**src/rtl/tlc_ped_pkg.sv**
```systemverilog
// -----------------------------------------------------------------------------
// tlc_ped_pkg
// Shared types and constants for the pedestrian request path of the traffic
// light controller.
//   ped_state_t : request conditioner FSM states (2-bit encoding)
//   LAMP_* / REQ_* : indicator and request levels shared with the controller
//   ped_req_of / ped_lamp_of : Moore output decode for a given state
// -----------------------------------------------------------------------------
package tlc_ped_pkg;

    typedef enum logic [1:0] {
        IDLE     = 2'b00,
        PENDING  = 2'b01,
        SERVING  = 2'b10,
        COOLDOWN = 2'b11
    } ped_state_t;

    localparam logic LAMP_ON  = 1'b1;
    localparam logic LAMP_OFF = 1'b0;
    localparam logic REQ_ON   = 1'b1;
    localparam logic REQ_OFF  = 1'b0;

    // Request level driven to the controller while in a given state.
    function automatic logic ped_req_of(input ped_state_t st);
        logic req;
        case (st)
            PENDING: req = REQ_ON;
            default: req = REQ_OFF;
        endcase
        return req;
    endfunction

    // WAIT lamp level for a given state; the deferred flag only shows
    // through in IDLE/COOLDOWN (it is always clear in IDLE).
    function automatic logic ped_lamp_of(input ped_state_t st, input logic deferred);
        logic lamp;
        case (st)
            PENDING:  lamp = LAMP_ON;
            SERVING:  lamp = LAMP_OFF;
            COOLDOWN: lamp = deferred;
            IDLE:     lamp = deferred;
            default:  lamp = LAMP_OFF;
        endcase
        return lamp;
    endfunction

endpackage

```
**src/rtl/ped_request_conditioner_if.sv**
```systemverilog
// -----------------------------------------------------------------------------
// ped_request_conditioner_if
// Bundles the pedestrian button / controller handshake.
//   btn_raw          : raw asynchronous push-button (1 = pressed)
//   Pedestrian_allow : crossing grant from the controller
//   Pedestrian_req   : held request to the controller
//   wait_lamp        : WAIT indicator
//   served_count     : saturating crossings counter (only with PED_STATS_EN)
// Modports: master = button/controller side, slave = conditioner.
// Optional feature macro: PED_STATS_EN.
// -----------------------------------------------------------------------------
interface ped_request_conditioner_if #(
    parameter int COUNT_W = 8
);
    logic btn_raw;
    logic Pedestrian_allow;
    logic Pedestrian_req;
    logic wait_lamp;

`ifdef PED_STATS_EN
    logic [COUNT_W-1:0] served_count;

    modport master (
        output btn_raw,
        output Pedestrian_allow,
        input  Pedestrian_req,
        input  wait_lamp,
        input  served_count
    );

    modport slave (
        input  btn_raw,
        input  Pedestrian_allow,
        output Pedestrian_req,
        output wait_lamp,
        output served_count
    );
`else
    modport master (
        output btn_raw,
        output Pedestrian_allow,
        input  Pedestrian_req,
        input  wait_lamp
    );

    modport slave (
        input  btn_raw,
        input  Pedestrian_allow,
        output Pedestrian_req,
        output wait_lamp
    );
`endif

endinterface

```
**src/rtl/ped_debounce.sv**
```systemverilog
// -----------------------------------------------------------------------------
// ped_debounce
// Two-flop synchroniser followed by a consecutive-mismatch debounce counter.
// The debounced level only changes after the synchronised button has differed
// from it for DEBOUNCE_CYCLES consecutive cycles.
//   clk     : system clock, rising edge
//   reset   : synchronous, active-low
//   btn_raw : asynchronous raw button
//   btn_db  : debounced, registered button level
// -----------------------------------------------------------------------------
module ped_debounce #(
    parameter int DEBOUNCE_CYCLES = 16
) (
    input  logic clk,
    input  logic reset,
    input  logic btn_raw,
    output logic btn_db
);

    localparam int CNT_W = $clog2(DEBOUNCE_CYCLES + 1);
    localparam logic [CNT_W-1:0] CNT_LAST = CNT_W'(DEBOUNCE_CYCLES - 1);

    logic [1:0]       sync_r;
    logic             btn_s;
    logic             btn_db_r;
    logic [CNT_W-1:0] cnt_r;

    assign btn_s  = sync_r[1];
    assign btn_db = btn_db_r;

    // Synchroniser chain and debounce counter; any agreement restarts the count.
    always_ff @(posedge clk) begin
        if (!reset) begin
            sync_r   <= 2'b00;
            btn_db_r <= 1'b0;
            cnt_r    <= {CNT_W{1'b0}};
        end else begin
            sync_r <= {sync_r[0], btn_raw};
            if (btn_s != btn_db_r) begin
                if (cnt_r == CNT_LAST) begin
                    btn_db_r <= btn_s;
                    cnt_r    <= {CNT_W{1'b0}};
                end else begin
                    cnt_r <= cnt_r + CNT_W'(1);
                end
            end else begin
                cnt_r <= {CNT_W{1'b0}};
            end
        end
    end

endmodule

```
**src/rtl/ped_request_conditioner.sv**
```systemverilog
// -----------------------------------------------------------------------------
// ped_request_conditioner
// Turns a bouncy pedestrian push-button into the held Pedestrian_req level
// sampled by the traffic light controller. One request is latched and held
// until the controller grants the crossing; after the grant drops a cooldown
// runs, during which one further press is remembered and re-issued at expiry.
//   clk   : system clock, rising edge
//   reset : synchronous, active-low
//   ped   : slave modport of ped_request_conditioner_if
//           (btn_raw, Pedestrian_allow in; Pedestrian_req, wait_lamp,
//            served_count out)
// Optional feature macro: PED_STATS_EN adds the saturating served_count.
// -----------------------------------------------------------------------------
module ped_request_conditioner
    import tlc_ped_pkg::*;
#(
    parameter int DEBOUNCE_CYCLES = 16,
    parameter int COOLDOWN_CYCLES = 20,
    parameter int COUNT_W         = 8
) (
    input  logic                      clk,
    input  logic                      reset,
    ped_request_conditioner_if.slave  ped
);

    localparam int CD_W = $clog2(COOLDOWN_CYCLES + 1);
    localparam logic [CD_W-1:0] CD_LOAD = CD_W'(COOLDOWN_CYCLES - 1);

    logic             btn_db_s;
    logic             btn_db_q_r;
    logic             press_s;

    ped_state_t       state_r;
    ped_state_t       state_nx_s;
    logic             deferred_r;
    logic             deferred_nx_s;
    logic [CD_W-1:0]  cd_cnt_r;
    logic [CD_W-1:0]  cd_cnt_nx_s;
    logic             serve_done_s;
    logic             req_r;
    logic             lamp_r;

    ped_debounce #(
        .DEBOUNCE_CYCLES (DEBOUNCE_CYCLES)
    ) u_debounce (
        .clk     (clk),
        .reset   (reset),
        .btn_raw (ped.btn_raw),
        .btn_db  (btn_db_s)
    );

    // Only the rising edge of the debounced level counts as a press.
    assign press_s = btn_db_s & ~btn_db_q_r;

    // Delayed copy of the debounced level for press edge detection.
    always_ff @(posedge clk) begin
        if (!reset) begin
            btn_db_q_r <= 1'b0;
        end else begin
            btn_db_q_r <= btn_db_s;
        end
    end

    // Next-state, deferred-press and cooldown counter decode.
    always_comb begin
        state_nx_s    = state_r;
        deferred_nx_s = deferred_r;
        cd_cnt_nx_s   = cd_cnt_r;
        serve_done_s  = 1'b0;
        case (state_r)
            IDLE: begin
                // Grants arriving with no request outstanding are ignored.
                if (press_s) begin
                    state_nx_s = PENDING;
                end else begin
                    state_nx_s = IDLE;
                end
            end
            PENDING: begin
                if (ped.Pedestrian_allow) begin
                    state_nx_s = SERVING;
                end else begin
                    state_nx_s = PENDING;
                end
            end
            SERVING: begin
                if (!ped.Pedestrian_allow) begin
                    state_nx_s   = COOLDOWN;
                    cd_cnt_nx_s  = CD_LOAD;
                    serve_done_s = 1'b1;
                end else begin
                    state_nx_s = SERVING;
                end
            end
            COOLDOWN: begin
                if (cd_cnt_r == {CD_W{1'b0}}) begin
                    // A press on the terminal cycle is treated as deferred.
                    if (deferred_r || press_s) begin
                        state_nx_s = PENDING;
                    end else begin
                        state_nx_s = IDLE;
                    end
                    deferred_nx_s = 1'b0;
                end else begin
                    cd_cnt_nx_s = cd_cnt_r - CD_W'(1);
                    if (press_s) begin
                        deferred_nx_s = 1'b1;
                    end else begin
                        deferred_nx_s = deferred_r;
                    end
                end
            end
            default: begin
                state_nx_s    = IDLE;
                deferred_nx_s = 1'b0;
                cd_cnt_nx_s   = {CD_W{1'b0}};
            end
        endcase
    end

    // FSM state, cooldown counter and outputs registered together so the
    // request line comes straight off a flop and cannot glitch.
    always_ff @(posedge clk) begin
        if (!reset) begin
            state_r    <= IDLE;
            deferred_r <= 1'b0;
            cd_cnt_r   <= {CD_W{1'b0}};
            req_r      <= REQ_OFF;
            lamp_r     <= LAMP_OFF;
        end else begin
            state_r    <= state_nx_s;
            deferred_r <= deferred_nx_s;
            cd_cnt_r   <= cd_cnt_nx_s;
            req_r      <= ped_req_of(state_nx_s);
            lamp_r     <= ped_lamp_of(state_nx_s, deferred_nx_s);
        end
    end

    assign ped.Pedestrian_req = req_r;
    assign ped.wait_lamp      = lamp_r;

`ifdef PED_STATS_EN
    logic [COUNT_W-1:0] served_cnt_r;

    // Saturating count of completed crossings.
    always_ff @(posedge clk) begin
        if (!reset) begin
            served_cnt_r <= {COUNT_W{1'b0}};
        end else if (serve_done_s && (served_cnt_r != {COUNT_W{1'b1}})) begin
            served_cnt_r <= served_cnt_r + COUNT_W'(1);
        end else begin
            served_cnt_r <= served_cnt_r;
        end
    end

    assign ped.served_count = served_cnt_r;
`endif

endmodule

```
**src/flat_wrapper.sv**
```systemverilog
// flat-port wrapper written by rule: the top's interface ports become plain ports
module ped_request_conditioner_flat import tlc_ped_pkg::*;
#(
    parameter int DEBOUNCE_CYCLES = 16,
    parameter int COOLDOWN_CYCLES = 20,
    parameter int COUNT_W         = 8
)
  (clk, reset, ped_btn_raw, ped_Pedestrian_allow, ped_Pedestrian_req, ped_wait_lamp);
  ped_request_conditioner_if #(.COUNT_W(COUNT_W)) ped_i ();
  input  logic clk;
  input  logic reset;
  input wire logic [$bits(ped_i.btn_raw)-1:0] ped_btn_raw;
  input wire logic [$bits(ped_i.Pedestrian_allow)-1:0] ped_Pedestrian_allow;
  output wire logic [$bits(ped_i.Pedestrian_req)-1:0] ped_Pedestrian_req;
  output wire logic [$bits(ped_i.wait_lamp)-1:0] ped_wait_lamp;
  assign ped_i.btn_raw = ped_btn_raw;
  assign ped_i.Pedestrian_allow = ped_Pedestrian_allow;
  assign ped_Pedestrian_req = ped_i.Pedestrian_req;
  assign ped_wait_lamp = ped_i.wait_lamp;
  ped_request_conditioner #(.DEBOUNCE_CYCLES(DEBOUNCE_CYCLES), .COOLDOWN_CYCLES(COOLDOWN_CYCLES), .COUNT_W(COUNT_W)) u_core (.clk(clk), .reset(reset), .ped(ped_i));
endmodule
```
**config.mk**
```make
export PLATFORM = sky130hd
export DESIGN_NAME = ped_request_conditioner_flat
export DESIGN_NICKNAME = d
export VERILOG_FILES = /design/src/rtl/tlc_ped_pkg.sv /design/src/rtl/ped_request_conditioner_if.sv /design/src/rtl/ped_debounce.sv /design/src/rtl/ped_request_conditioner.sv /design/src/flat_wrapper.sv
export SDC_FILE = /design/constraint.sdc
export NUM_CORES = 1
export LEC_CHECK = 0
export CAP_MARGIN = 20
export CORE_UTILIZATION = 59
export CTS_BUF_LIST = sky130_fd_sc_hd__clkbuf_16
export DETAILED_ROUTE_END_ITERATION = 10
export PLACE_DENSITY = 0.8
export SETUP_SLACK_MARGIN = 0.05
export SYNTH_ARGS = -nofsm -noshare
export SYNTH_HDL_FRONTEND = slang
export SYNTH_SLANG_ARGS = --single-unit
```
**constraint.sdc**
```tcl
create_clock -name clk -period 5.3 [get_ports clk]
set_input_delay 0.795 -clock clk [delete_from_list [all_inputs] [get_ports clk]]
set_output_delay 0.795 -clock clk [all_outputs]
set_load 0.01 [all_outputs]
```
## Word-level counts from Yosys, hierarchy flattened

Index checks and enable logic that the tools add are counted.

- Add/sub/neg operators: 2
- Equal/unequal tests: 10
- Mux-type cells: 14
- Bitwise operators: 4
- Reduce and logical (&&, ||, !) cells: 9

Operator list:

| kind | number |
|---|---|
| 5-bit 2-to-1 mux | 2 |
| 5-bit case mux with 2 select lines | 1 |
| 2-bit == test, second input constant | 4 |
| 2-bit case mux with 4 select lines | 1 |
| 1-bit 2-to-1 mux | 7 |
| 5-bit by 1-bit adder with 5-bit output, second input constant | 1 |
| 5-bit by 4-bit == test with 1-bit output, second input constant | 1 |
| 5-bit zero test | 1 |
| 5-bit by 1-bit subtractor with 5-bit output, second input constant | 1 |
| 2-bit by 1-bit == test with 1-bit output, second input constant | 2 |
| 2-bit zero test | 2 |
| 2-bit 2-to-1 mux | 2 |
| 2-bit inequality test, second input constant | 2 |
| 1-bit NOT | 3 |
| 1-bit case mux with 3 select lines | 1 |
| 3-bit AND reduction | 1 |
| 3-bit OR reduction | 1 |
| 2-bit AND reduction | 1 |
| 2-bit nonzero test | 1 |
| 2-bit OR reduction | 1 |
| 1-bit bitwise AND | 1 |
| 1-bit logical OR | 1 |
| 1-bit inequality test | 1 |

- Register bits: 19
- Input port bits: 4
- Output and inout bits: 2

## Longest topological paths before layout

- Depth after elaboration: 9
- Mapped depth: 9

## Modules after synthesis

From an unflattened synthesis, not the netlist that was laid out.

- Cell total of the unflattened synthesis: 92
- Area total of the unflattened synthesis: 838.3 µm²

Modules (own cells, without submodules):

| module | times used | cells each | area an instance (µm²) | sequential area each (µm²) |
|---|---|---|---|---|
| ped_request_conditioner | 1 | 65 | 549.3 | 220.2 |
| ped_debounce | 1 | 27 | 289.0 | 160.2 |

## Worst setup path before layout

OpenSTA, ideal clock, no wires.

- Path kind: flip-flop to flip-flop
- From: reg u_core.cd_cnt_r[0]
- To: reg u_core.lamp_r (netlist: u_core.ped.wait_lamp)
- Library setup time: 0.121 ns
- Arrival: 1.743 ns
- Required time: 5.179 ns
- Path slack: 3.436 ns
- Cell stages (with the launch flop): 10
- Buffers on the path: 0
- Clock period less this slack: 1.864 ns
- Path through: dfxtp_1 -> inv_1 -> ha_1 -> nor4b_4 -> a41oi_1 -> mux2_4 -> inv_1 -> ha_1 -> nor2b_1 -> a211oi_1

- Word-level cells in the longest chain between the ends: 6
- Elaborated cells between the ends (all ways): 11

Ends and longest elaborated chain:

| what | RTL line | RTL |
|---|---|---|
| start, declared | ped_request_conditioner.sv:37 | `logic [CD_W-1:0] cd_cnt_r;` |
| start signal, assigned | ped_request_conditioner.sv:127 | `cd_cnt_r <= {CD_W{1'b0}};` |
| start signal, assigned | ped_request_conditioner.sv:133 | `cd_cnt_r <= cd_cnt_nx_s;` |
| 5-bit zero test * | ped_request_conditioner.sv:96 | `if (cd_cnt_r == {CD_W{1'b0}}) begin` |
| 2-bit 2-to-1 mux * | ped_request_conditioner.sv:96 |  |
| 2-bit case mux with 4 select lines * | ped_request_conditioner.sv:70 | `case (state_r)` |
| net u_core.state_nx_s[0] | ped_request_conditioner.sv:34 | `ped_state_t state_nx_s;` |
| 2-bit == test or 2-bit zero test (tied branches) | tlc_ped_pkg.sv:37 | `case (st)` |
| 2-bit OR reduction (no source line) | - |  |
| 1-bit case mux with 3 select lines * | tlc_ped_pkg.sv:37 |  |
| end signal, assigned | ped_request_conditioner.sv:135 | `lamp_r <= ped_lamp_of(state_nx_s, deferred_nx_s);` |
| end, declared | ped_request_conditioner.sv:41 | `logic lamp_r;` |

Mark *: on every way through the listed nets, which the timed path passes. The rest lies on a longest branch.
A chain may end at the register's enable or synchronous reset.

## Worst setup path after layout

- From: in ped_Pedestrian_allow
- To: reg u_core.lamp_r (netlist: u_core.ped.wait_lamp)

- Word-level cells in the longest chain between the ends: 5
- Elaborated cells between the ends (all ways): 9

Ends and longest elaborated chain:

| what | RTL line | RTL |
|---|---|---|
| start, declared | flat_wrapper.sv:13 | `input wire logic [$bits(ped_i.Pedestrian_allow)-1:0] ped_Pedestrian_allow;` |
| 1-bit 2-to-1 mux or 2-bit 2-to-1 mux (tied branches) | ped_request_conditioner.sv:87, ped_request_conditioner.sv:80 |  |
| 2-bit case mux with 4 select lines * | ped_request_conditioner.sv:70 |  |
| net u_core.state_nx_s[0] | ped_request_conditioner.sv:34 |  |
| 2-bit == test or 2-bit zero test (tied branches) | tlc_ped_pkg.sv:37 |  |
| 2-bit OR reduction (no source line) | - |  |
| 1-bit case mux with 3 select lines * | tlc_ped_pkg.sv:37 |  |

Marks and branches as above.

==> results.cfg <==
[clock_network]
cts_inserted_buffers = 3
hold_buffers = 0
postCtsSetupBuffers = 0
path_clk_slew_ps = 50
clk_latency_ps = 250
numClockSinks = 19
cts_buffer_depth = 2
root_buffer = clkbuf_16
cts_tree = yes
h-tree-depth = 1
cts_resized = 0

[floorplan]
dieArea_um2 = 1640
chipWidth_um = 40.4
initial_utilization_pct = 65.4
die_h_um = 40.4
num_rows = 13
core-area_um2 = 1330
ios = 6

[setup_path]
cp_top_family = buffers and inverters
crit_buf_inv = 2
r2r_start = u_core.cd_cnt_r[0]
worstPathArrival_ps = 2370
path_max_fanout = 5
crit_top_cell = nor2b_1
crit_required_ps = 5460
end_kind = flip-flop
worstSetupPathType = in -> reg
cpMaxStageDelayCell = clkdlybuf4s50_1
crit_chain = clkdlybuf4s50_1 > nor2b_1 > a41oi_1 > mux2_4 > inv_1 > ha_1 > nor2b_1 > a211oi_1
crit_start = ped_Pedestrian_allow
cp_slowest_stage_delay_ps = 460
startpoint_type = primary input

[timing]
setup_viol = 0
rsz0062_at_grt = no
min_period_over_period_pct = 41.7
relSlewSlack_pct = 64.7
tightest_slew_ps = 527
tns_ps = 0
fin_skew_ps = 3.00
hold_violations = 0
fmax_mhz = 453
period_needed_ps = 2210
slew_viol_final = 0

[synthesis]
synthFlopType = dfxtp_1
syn_nets = 99
synth_edf_count = 0
ys_seq_elements = 19
ys_seq_area_share_pct = 43.6
async_reset_ff_share_pct = 0
yosysUniqueCellTypes = 29
synthCells = 89
netlist_area_um2 = 872
yosys_warnings = 0
synth_area_per_cell_um2 = 9.80

[outcome]
status = complete, no violations

[drt]
num_vias = 609
routedWlPerCell_um = 13.1
drtPass1Iterations = 4
first_iter_violations = 18
postRouteAntennaNets = 0
avgViaCountPerCell = 5.49
finalWirelength_mm = 1.45
drc = 0

[min_path]
hp-class = reg -> reg
worst_hold_startpoint = u_core.u_debounce.sync_r[0]

[placed_design]
dp_hpwl_mm = 1.03
portBuffers = 5
dp_cells = 107
routabilityCongestion = 0.687

[layout]
diodes = 0
layout-drive-gt1-share_pct = 12.5
fill_cells = 96
nNetsFinal = 107
area_growth_pct = 16.2
layoutNonFillerInstCount = 111

[global_routing]
grt_pass1_wl_mm = 2.29
grt_max_degree = 13
grt_pass1_vias = 553
gr-usage-all-layers_pct = 21.7
antenna_found_initial = 0
grt_overflow = 0

[pwr]
p_per_area_nw_per_um2 = 301
finalPower_mw = 0.305
p_leak_nw = 0.371
ir_worst_vdd_uv = 235

[job]
max_cap_viol_count = 0
[worst paths after layout]
path	cells past startpoint	end	slack, ps
min reg2reg	1	u_core.u_debounce.sync_r[1]	430
max reg2reg	9	u_core.ped.wait_lamp	3220
max	8	u_core.ped.wait_lamp	3090
min	1	u_core.u_debounce.sync_r[1]	430
[through the flow]
stage	worst slack (ps)	util, %	hold WS (ps)	area [um2]
global placement	2940	69.8	416	931
CTS	3100	76.0	432	1010
floorplan	3440	-	412	872
detailed placement	2830	69.8	419	931
finish	3090	76.0	431	1010
global route	3020	76.0	445	1010
[registers in the layout, indices dropped and copies added (netlist names), 2 cells and up]
name                      cells
u_core.cd_cnt_r               5
u_core.u_debounce.cnt_r       5
u_core.state_r                2
u_core.u_debounce.sync_r      2
[area by class of cell]
cell class                 instances  area, um2  area share, %
timing repair buffer               5       50.0           4.94
multi-input combinational         60        452           44.6
clock buffer                       3       75.1           7.41
clock inverter                     1       7.51          0.741
inverter                           8       30.0           2.96
sequential                        19        380           37.5
tap                               15       18.8           1.85
[layout by cell type, fill, tap and decap left out]
master	n
and3_1	1
or2_0	1
inv_1	6
and2_1	5
a31oi_1	1
a2111oi_2	1
nor2b_1	3
mux2i_1	2
nand3_1	1
dfxtp_1	19
xor2_1	1
clkbuf_16	3
or2_2	1
xnor2_1	5
nand2b_1	1
a21oi_1	5
nor4b_4	1
or4b_1	1
or3b_2	1
mux2_4	1
a32o_1	1
clkinvlp_4	1
a211oi_1	4
nand2_1	3
nor2_1	11
inv_2	2
a41oi_1	1
ha_1	6
or3_1	1
a211oi_2	1
clkdlybuf4s50_1	5
[power by group]
| group | total, mW | switching (mW) | internal, mW | leakage [nW] |
|---|---|---|---|---|
| logic | 0.00740 | 0.00385 | 0.00355 | 0.180 |
| registers | 0.144 | 0.000397 | 0.144 | 0.153 |
| clock network | 0.153 | 0.0515 | 0.102 | 0.0371 |
[logic make-up (layout without fill, tap and decap cells)]
group / Yosys count / count (layout) / synth area share [%]
muxes: 3 / 3 / 4.02
AOI/OAI and AO/OA: 14 / 14 / 12.3
buffers and inverters: 10 / 17 / 4.59
adders and majority gates: 6 / 6 / 8.61
and+or+nand+nor: 31 / 31 / 20.8
xor gates and xnor gates: 6 / 6 / 6.03
DFF: 19 / 19 / 43.6
[per-layer routing]
| layer | vias up | GRT usage (%) | part of all wire (%) |
|---|---|---|---|
| li1 | 315 | - | - |
| met4 | 0 | 12.5 | 0.83 |
| met3 | 2 | 5.00 | 4.5 |
| met2 | 12 | 33.7 | 47 |
| met1 | 280 | 27.1 | 48 |
| met5 | - | 0 | 0 |
[synthesized netlist by cell type (2+ instances only)]
library cell	n	share of area (%)
a21oi_1	5	2.9
nor2_1	11	4.7
nand2_1	3	1.3
nor2b_1	3	2.2
and2_1	5	3.6
inv_2	2	0.86
xnor2_1	5	5.0
ha_1	6	8.6
inv_1	6	2.6
buf_2	2	1.1
dfxtp_1	19	44
mux2i_1	2	2.3
a211oi_1	4	3.4
(Power assumes the default switching activity.)
